## src/rtl/seven_segment_scanner_if.sv

```systemverilog
// Digit-data load handshake and scanned display lines of the 7-segment scanner.
// The driver (master) writes patterns; the scanner (slave) drives the display.
interface seven_segment_scanner_if #(
  parameter int NUM_DIGITS = 4
);
  logic                    load;
  logic [7*NUM_DIGITS-1:0] seg_in;
  logic [NUM_DIGITS-1:0]   neg_in;
  logic                    ready;
  logic [6:0]              seg_out;
  logic                    dp_out;
  logic [NUM_DIGITS-1:0]   digit_sel;
  logic                    frame_done;

  modport master (
    output load, seg_in, neg_in,
    input  ready, seg_out, dp_out, digit_sel, frame_done
  );

  modport slave (
    input  load, seg_in, neg_in,
    output ready, seg_out, dp_out, digit_sel, frame_done
  );
endinterface

```

## src/rtl/seven_segment_scanner.sv

```systemverilog
// Double-buffered, gap-blanked multiplexed scanner for a 7-segment display.
// Define SEG_ACTIVE_LOW_EN for common-anode boards (inverted output lines).
module seven_segment_scanner #(
  parameter int NUM_DIGITS = 4,
  parameter int PRESCALE   = 50000,
  parameter int GAP        = 16
) (
  input logic                   clk,
  input logic                   reset,
  seven_segment_scanner_if.slave bus
);

`ifdef SEG_ACTIVE_LOW_EN
  localparam logic INV = 1'b1;
`else
  localparam logic INV = 1'b0;
`endif

  localparam int CW = $clog2(PRESCALE);
  localparam int IW = (NUM_DIGITS > 1) ? $clog2(NUM_DIGITS) : 1;
  localparam int SW = 7 * NUM_DIGITS;
  localparam logic [CW-1:0] CNT_LAST = CW'(PRESCALE - 1);
  localparam logic [IW-1:0] IDX_LAST = IW'(NUM_DIGITS - 1);

  if (NUM_DIGITS < 1) begin : g_nd_chk
    $error("NUM_DIGITS must be >= 1");
  end
  if (PRESCALE < 2) begin : g_ps_chk
    $error("PRESCALE must be >= 2");
  end
  if (GAP < 0 || GAP >= PRESCALE) begin : g_gap_chk
    $error("GAP must be in [0, PRESCALE-1]");
  end

  logic [CW-1:0]         cnt;
  logic [CW-1:0]         cnt_n;
  logic [IW-1:0]         idx;
  logic [IW-1:0]         idx_n;
  logic [SW-1:0]         act_seg;
  logic [SW-1:0]         act_seg_n;
  logic [SW-1:0]         pend_seg;
  logic [NUM_DIGITS-1:0] act_neg;
  logic [NUM_DIGITS-1:0] act_neg_n;
  logic [NUM_DIGITS-1:0] pend_neg;
  logic                  pend_valid;

  logic                  wrap;
  logic                  frame_end;
  logic                  accept;
  logic                  drive_n;
  logic [6:0]            seg_n;
  logic                  dp_n;
  logic [NUM_DIGITS-1:0] sel_n;

  logic [6:0]            seg_q;
  logic                  dp_q;
  logic [NUM_DIGITS-1:0] sel_q;
  logic                  fd_q;

  always_comb begin
    wrap      = (cnt == CNT_LAST);
    frame_end = wrap && (idx == IDX_LAST);
    accept    = bus.load && !pend_valid;

    cnt_n = wrap ? '0 : cnt + CW'(1);
    idx_n = idx;
    if (wrap) begin
      idx_n = (idx == IDX_LAST) ? '0 : idx + IW'(1);
    end

    // Active buffer only changes on the frame wrap, so a frame never tears.
    act_seg_n = act_seg;
    act_neg_n = act_neg;
    if (frame_end) begin
      if (pend_valid) begin
        act_seg_n = pend_seg;
        act_neg_n = pend_neg;
      end else if (accept) begin
        act_seg_n = bus.seg_in;
        act_neg_n = bus.neg_in;
      end
    end

    // Outputs are decoded from next state so they line up with cnt.
    drive_n = (32'(cnt_n) >= 32'(GAP));
    sel_n   = '0;
    seg_n   = '0;
    dp_n    = 1'b0;
    if (drive_n) begin
      sel_n = NUM_DIGITS'(1) << idx_n;
      seg_n = act_seg_n[7*int'(idx_n) +: 7];
      dp_n  = act_neg_n[idx_n];
    end
  end

  always_ff @(posedge clk) begin
    if (reset) begin
      cnt        <= '0;
      idx        <= '0;
      act_seg    <= '0;
      act_neg    <= '0;
      pend_seg   <= '0;
      pend_neg   <= '0;
      pend_valid <= 1'b0;
      seg_q      <= {7{INV}};
      dp_q       <= INV;
      sel_q      <= {NUM_DIGITS{INV}};
      fd_q       <= 1'b0;
    end else begin
      cnt     <= cnt_n;
      idx     <= idx_n;
      act_seg <= act_seg_n;
      act_neg <= act_neg_n;
      if (accept && !frame_end) begin
        pend_seg   <= bus.seg_in;
        pend_neg   <= bus.neg_in;
        pend_valid <= 1'b1;
      end else if (frame_end) begin
        pend_valid <= 1'b0;
      end
      seg_q <= seg_n ^ {7{INV}};
      dp_q  <= dp_n ^ INV;
      sel_q <= sel_n ^ {NUM_DIGITS{INV}};
      fd_q  <= frame_end;
    end
  end

  assign bus.ready      = !pend_valid;
  assign bus.seg_out    = seg_q;
  assign bus.dp_out     = dp_q;
  assign bus.digit_sel  = sel_q;
  assign bus.frame_done = fd_q;

endmodule

```

## src/flat_wrapper.sv

```systemverilog
// flat-port wrapper written by rule: the top's interface ports become plain ports
module seven_segment_scanner_flat 
#(
  parameter int NUM_DIGITS = 4,
  parameter int PRESCALE   = 50000,
  parameter int GAP        = 16
)
  (clk, reset, bus_load, bus_seg_in, bus_neg_in, bus_ready, bus_seg_out, bus_dp_out, bus_digit_sel, bus_frame_done);
  seven_segment_scanner_if #(.NUM_DIGITS(NUM_DIGITS)) bus_i ();
  input logic clk;
  input logic reset;
  input wire logic [$bits(bus_i.load)-1:0] bus_load;
  input wire logic [$bits(bus_i.seg_in)-1:0] bus_seg_in;
  input wire logic [$bits(bus_i.neg_in)-1:0] bus_neg_in;
  output wire logic [$bits(bus_i.ready)-1:0] bus_ready;
  output wire logic [$bits(bus_i.seg_out)-1:0] bus_seg_out;
  output wire logic [$bits(bus_i.dp_out)-1:0] bus_dp_out;
  output wire logic [$bits(bus_i.digit_sel)-1:0] bus_digit_sel;
  output wire logic [$bits(bus_i.frame_done)-1:0] bus_frame_done;
  assign bus_i.load = bus_load;
  assign bus_i.seg_in = bus_seg_in;
  assign bus_i.neg_in = bus_neg_in;
  assign bus_ready = bus_i.ready;
  assign bus_seg_out = bus_i.seg_out;
  assign bus_dp_out = bus_i.dp_out;
  assign bus_digit_sel = bus_i.digit_sel;
  assign bus_frame_done = bus_i.frame_done;
  seven_segment_scanner #(.NUM_DIGITS(NUM_DIGITS), .PRESCALE(PRESCALE), .GAP(GAP)) u_core (.clk(clk), .reset(reset), .bus(bus_i));
endmodule
```

## config.mk

```make
export PLATFORM = sky130hd
export DESIGN_NAME = seven_segment_scanner_flat
export DESIGN_NICKNAME = d
export VERILOG_FILES = /design/src/rtl/seven_segment_scanner_if.sv /design/src/rtl/seven_segment_scanner.sv /design/src/flat_wrapper.sv
export SDC_FILE = /design/constraint.sdc
export NUM_CORES = 1
export LEC_CHECK = 0
export ABC_AREA = 1
export CORE_MARGIN = 1.5
export CORE_UTILIZATION = 45
export DETAILED_ROUTE_END_ITERATION = 12
export GPL_TIMING_DRIVEN = 0
export HOLD_SLACK_MARGIN = 0.08
export PLACE_DENSITY = 0.65
export SYNTH_ARGS = -nofsm -noshare
export SYNTH_HDL_FRONTEND = slang
export SYNTH_SLANG_ARGS = --single-unit
```

## constraint.sdc

```tcl
create_clock -name clk -period 2 [get_ports clk]
set_input_delay 0.4 -clock clk [delete_from_list [all_inputs] [get_ports clk]]
set_output_delay 0.4 -clock clk [all_outputs]
set_load 0.02 [all_outputs]
```

# Yosys cells after proc, flatten, opt, wreduce, memory -nomap -nowiden
# Cells that the tools add are included.
dict set report classes {
  add_sub_neg 2
  shifts 2
  reduce_logical 7
  mux 13
  bitwise 1
  n_lt_le_gt_ge 2
  mul 1
  eq_ne 2
}
# op count
set op_table {}
lappend op_table {{$mux W28} 3}
lappend op_table {{$shiftx A28 B32 Y7} 1}
lappend op_table {{$add A16 B1 Y16 const B} 1}
lappend op_table {{$eq A16 B16 Y1 const B} 1}
lappend op_table {{$ge A16 B5 Y1 const B} 1}
lappend op_table {{$mux W16} 1}
lappend op_table {{$mux W4} 3}
lappend op_table {{$mul A3 B2 Y5 const A} 1}
lappend op_table {{$mux W2} 2}
lappend op_table {{$shl A1 B2 Y4 const A} 1}
lappend op_table {{$logic_and A1 B1 Y1} 3}
lappend op_table {{$lt A2 B3 Y1 const B} 1}
lappend op_table {{$mux W1} 3}
lappend op_table {{$add A2 B1 Y2 const B} 1}
lappend op_table {{$bmux W1 S2} 1}
lappend op_table {{$eq A2 B2 Y1 const B} 1}
lappend op_table {{$logic_not A1 Y1} 2}
lappend op_table {{$reduce_bool A2 Y1} 1}
lappend op_table {{$reduce_or A2 Y1} 1}
lappend op_table {{$not A1 Y1} 1}
dict set report word_totals {
  regBits 96
}

# Logic depth before layout (Yosys ltp)
dict set report logic_depth {
  depth_word 7
  mapped_depth 16
}

# Worst setup path after synthesis
# OpenSTA, ideal clock, no wires.
dict set report synth_timing {
  kind {register to register}
  start {register u_core.cnt[0]}
  end {register u_core.seg_q[0] (netlist: u_core.bus.seg_out[0])}
  n_path_buf 0
  period_less_slack_ps 1755
  slack_ps 245
  stages_incl_launch_ff 13
  arrival_time_ps 1638
  required_ps 1883
  cell_sequence {dfxtp_1 > ha_1 > nand2_2 > inv_2 > nand2_2 > nor2_2 > nand2_2 > nand2_1 > nand3_1 > nor2_1 > nand3_2 > nand2_4 > nor2_1}
}
dict set report synth_between {
  elab_chain_len 5
}
# element line_no
set synth_lines {}
lappend synth_lines {{start, declared} seven_segment_scanner.sv:35} ;# logic [CW-1:0] cnt;
lappend synth_lines {{start signal, assigned} seven_segment_scanner.sv:110} ;# cnt <= cnt_n;
lappend synth_lines {{parallel branches: the longest is 5 deep, another holds $mul A3 B2 Y5} n/a}
lappend synth_lines {{end signal, assigned} seven_segment_scanner.sv:105} ;# seg_q <= {7{INV}};
lappend synth_lines {{end signal, assigned} seven_segment_scanner.sv:121} ;# seg_q <= seg_n ^ {7{INV}};
lappend synth_lines {{end, declared} seven_segment_scanner.sv:55} ;# logic [6:0] seg_q;
# Several ways; the timed one is not identified.
# A chain may end at the register's enable or synchronous reset.

# Worst setup path in the final report
dict set report layout_timing {
  start {register u_core.pend_valid}
  end {output port bus_ready}
}
dict set report layout_between {
  elab_chain_len 1
}
# element line_no
set layout_lines {}
lappend layout_lines {{start, declared} seven_segment_scanner.sv:45} ;# logic pend_valid;
lappend layout_lines {{start signal, assigned} seven_segment_scanner.sv:104} ;# pend_valid <= 1'b0;
lappend layout_lines {{start signal, assigned} seven_segment_scanner.sv:117} ;# pend_valid <= 1'b1;
lappend layout_lines {{start signal, assigned} seven_segment_scanner.sv:119} ;# pend_valid <= 1'b0;
lappend layout_lines {{$logic_not A1 Y1} seven_segment_scanner.sv:128} ;# assign bus.ready = !pend_valid;
lappend layout_lines {{end, declared} flat_wrapper.sv:15} ;# output wire logic [$bits(bus_i.ready)-1:0] bus_ready;
# Every way passes these cells.

==> flow_summary.toml <==
[critical_path]
crit_path_cell_trace = "buf_2 -> inv_2 -> clkbuf_2 -> clkdlybuf4s15_1"
crit_buf_inv = 4
path_max_fanout = 10
cpPeakStageDelay_ns = 0.34
cp-startpoint = "u_core.pend_valid"
slowest_stage = "clkdlybuf4s15_1"
crit_end = "bus_ready"
r2r_start = "u_core.cnt[0]"
r2r_slack_ns = 0.09
worst_r2r_endpoint = "u_core.bus.seg_out[0]"
critical_path.top_delay_family = "buffers and inverters"
cp.required_ns = 1.60
cp.arrival_ns = 1.54
worstSetupStartpointType = "register"
cp-end-kind = "output pin"
critPathKind = "register to output pin"
ff2ff_path_depth = 10
cp.depth = 4

[pwr]
max-vdd-ir-drop_v = 0.0003605
power_leakage_nw = 2.893
finalPower_mw = 3.983
power.density_mw_per_mm2 = 630.5

[synth]
synthCells = 817
synth-main-ff-cell = "dfxtp_1"
ys_seq_area_share_pct = 37.24
netlist_area_sq_mm = 0.005161
synth-seq-cells = 96
yosys-top-cells-count = "nand2_1, nor2_1, dfxtp_1, inv_1, nand3_1"
yosysMostFrequentCell = "nand2_1"
synth_area_leader_cell = "dfxtp_1"
synth_nets = 854
avgSynthCellArea_sq_um = 6.317
synth_async_sr_flop_share_pct = 0
yosys-top-cells-area = "dfxtp_1, nand2_1, nor2_1"
netlist.area_leader.share_pct = 37.24
synth_warnings = 0
ys_types = 27
synth_edf_count = 0

[drt]
wl_per_cell_um = 14.34
dr.first_iter.drc_count = 313
vias = 5179
route.detailed.drc = 0
postRouteAntennaNets = 0
wirelength_mm = 14.74
dr.pass1.iters = 5
via_per_inst = 5.038

[floorplan]
dieArea_sq_mm = 0.01212
row_count = 38
start_util_pct = 46.79
die_h_um = 110.1
core_sq_mm = 0.01103
fp.dieW_um = 110.1
boundaryPins = 49

[grt]
grt_overflow_total = 0
antenna_found_initial = 0
grt_max_degree = 14
grt_first_pass_wirelength_mm = 23.33
grt_pass1_vias = 4727
grt_util_all_layers_pct = 25.42

[timing]
max_slew.worst_pin.slew_ns = 0.6582
tns_ns = 0
relSlewSlack_pct = 56.12
setup_viol = 0
fin_ws_ns = 0.05544
hold_ws_ns = 0.4652
period_needed_ns = 1.945
fmax_mhz = 514.3
finalHoldViolations = 0
finClkSkew_ns = 0.007834
fin_crit_sh_pct = 97.23
slew_violations = 0

[placement]
place_area_sq_mm = 0.005807
gp_congestion = 0.8940
dp_hpwl_mm = 10.50
io_buffers = 47
dp_cells = 1004
post-place-ws_ns = -0.4425

[cells_and_area]
instances_no_fill = 1028
fin_util_pct = 57.27
fill_cells = 1116
final_area_sq_mm = 0.006317
drive_gt1_share_pct = 13.40
nNetsFinal = 922
multiInputGateArea_sq_mm = 0.002858
diodes = 0
syn_to_final_growth_pct = 22.40
register_area_sq_mm = 0.001933

[hold_path]
hold_path.class = "register to register"

[clocking]
cts-hold-fix-buffers = 0
h-tree-depth = 3
cts-root-buf = "clkbuf_16"
cts.sinks = 96
clock_latency_ns = 0.35
cts_tree = "done"
cts.clk_slew.worst_paths_ns = 0.06
clk_path_buf_depth = 2
cts_buffers = 9

[run]
maxCapViolations = 0

[status]
outcome = "complete, no violations"
-- worst min path at each step --
stage,start,end,slack [ns],depth (start not counted)
after floorplan,u_core.cnt[0],u_core.cnt[0],0.44,1
after global placement,u_core.pend_seg[22],u_core.pend_seg[22],0.47,2
after detailed placement,u_core.pend_seg[11],u_core.pend_seg[11],0.48,2
after CTS,u_core.cnt[0],u_core.cnt[0],0.45,1
after global routing,u_core.cnt[0],u_core.cnt[0],0.49,1
final,u_core.cnt[0],u_core.cnt[0],0.47,1
-- report_power, final --
group | switching, mW | internal, mW
Sequential | 0.0334 | 1.97
Combinational | 0.240 | 0.160
Clock | 0.717 | 0.863
Total | 0.991 | 2.99
-- timing repair --
action                     4_1_cts  5_1_grt
buffers inserted                 1        7
setup endpoints to repair       39       45
resized for setup               17       47
cloned                           0        2
pin swaps                        6       11
-- kinds of logic after synthesis --
kind of cell | synth area share [%]
flip-flops | 37.24
adder cells (fa/ha/maj) | 0.4848
AND/OR/NAND/NOR | 44.53
buffers and inverters | 9.552
XOR/XNOR | 0.5092
AO/OA/AOI/OAI | 7.685
-- routing by layer --
layer	wire, um	track usage [%]
met5	0	0
met2	6737	42.64
met1	6666	32.29
met4	468	11.90
met3	872	3.527
-- worst register-to-register path: cells and delay by family (launching register included) --
kind / cells / cell delay [ns]
AND/OR/NAND/NOR: 9 / 1.28
flip-flops: 1 / 0.38
adder cells (fa/ha/maj): 1 / 0.15
-- flip-flops by register name, summed over array words and instances, names as in the netlist --
signal                 cells
u_core.idx                 2
u_core.cnt                16
u_core.pend_neg            4
u_core.pend_seg           28
u_core.bus.frame_done      1
u_core.bus.digit_sel       4
u_core.act_seg            28
u_core.bus.seg_out         7
u_core.bus.dp_out          1
u_core.act_neg             4
u_core.pend_valid          1
-- cells in the final DEF, fill, tap and decap left out, drive strengths merged, types with 3 or more instances in the layout --
cell,instances
xor2,3
dfxtp,96
nor2,172
inv,79
buf,24
clkbuf,37
clkdlybuf4s50,46
nand2,266
a21oi,13
nand4,4
a211oi,20
o21ai,34
nand3,85
-- cell type report --
cell class	count	share of cell area, %
tap	140	2.773
clock inverter	1	0.07922
timing repair buffer	56	8.794
buffer	39	3.823
sequential	96	30.60
multi-input combinational	604	45.24
clock buffer	13	3.961
inverter	79	4.734
Power figures use the tool's default switching activity.
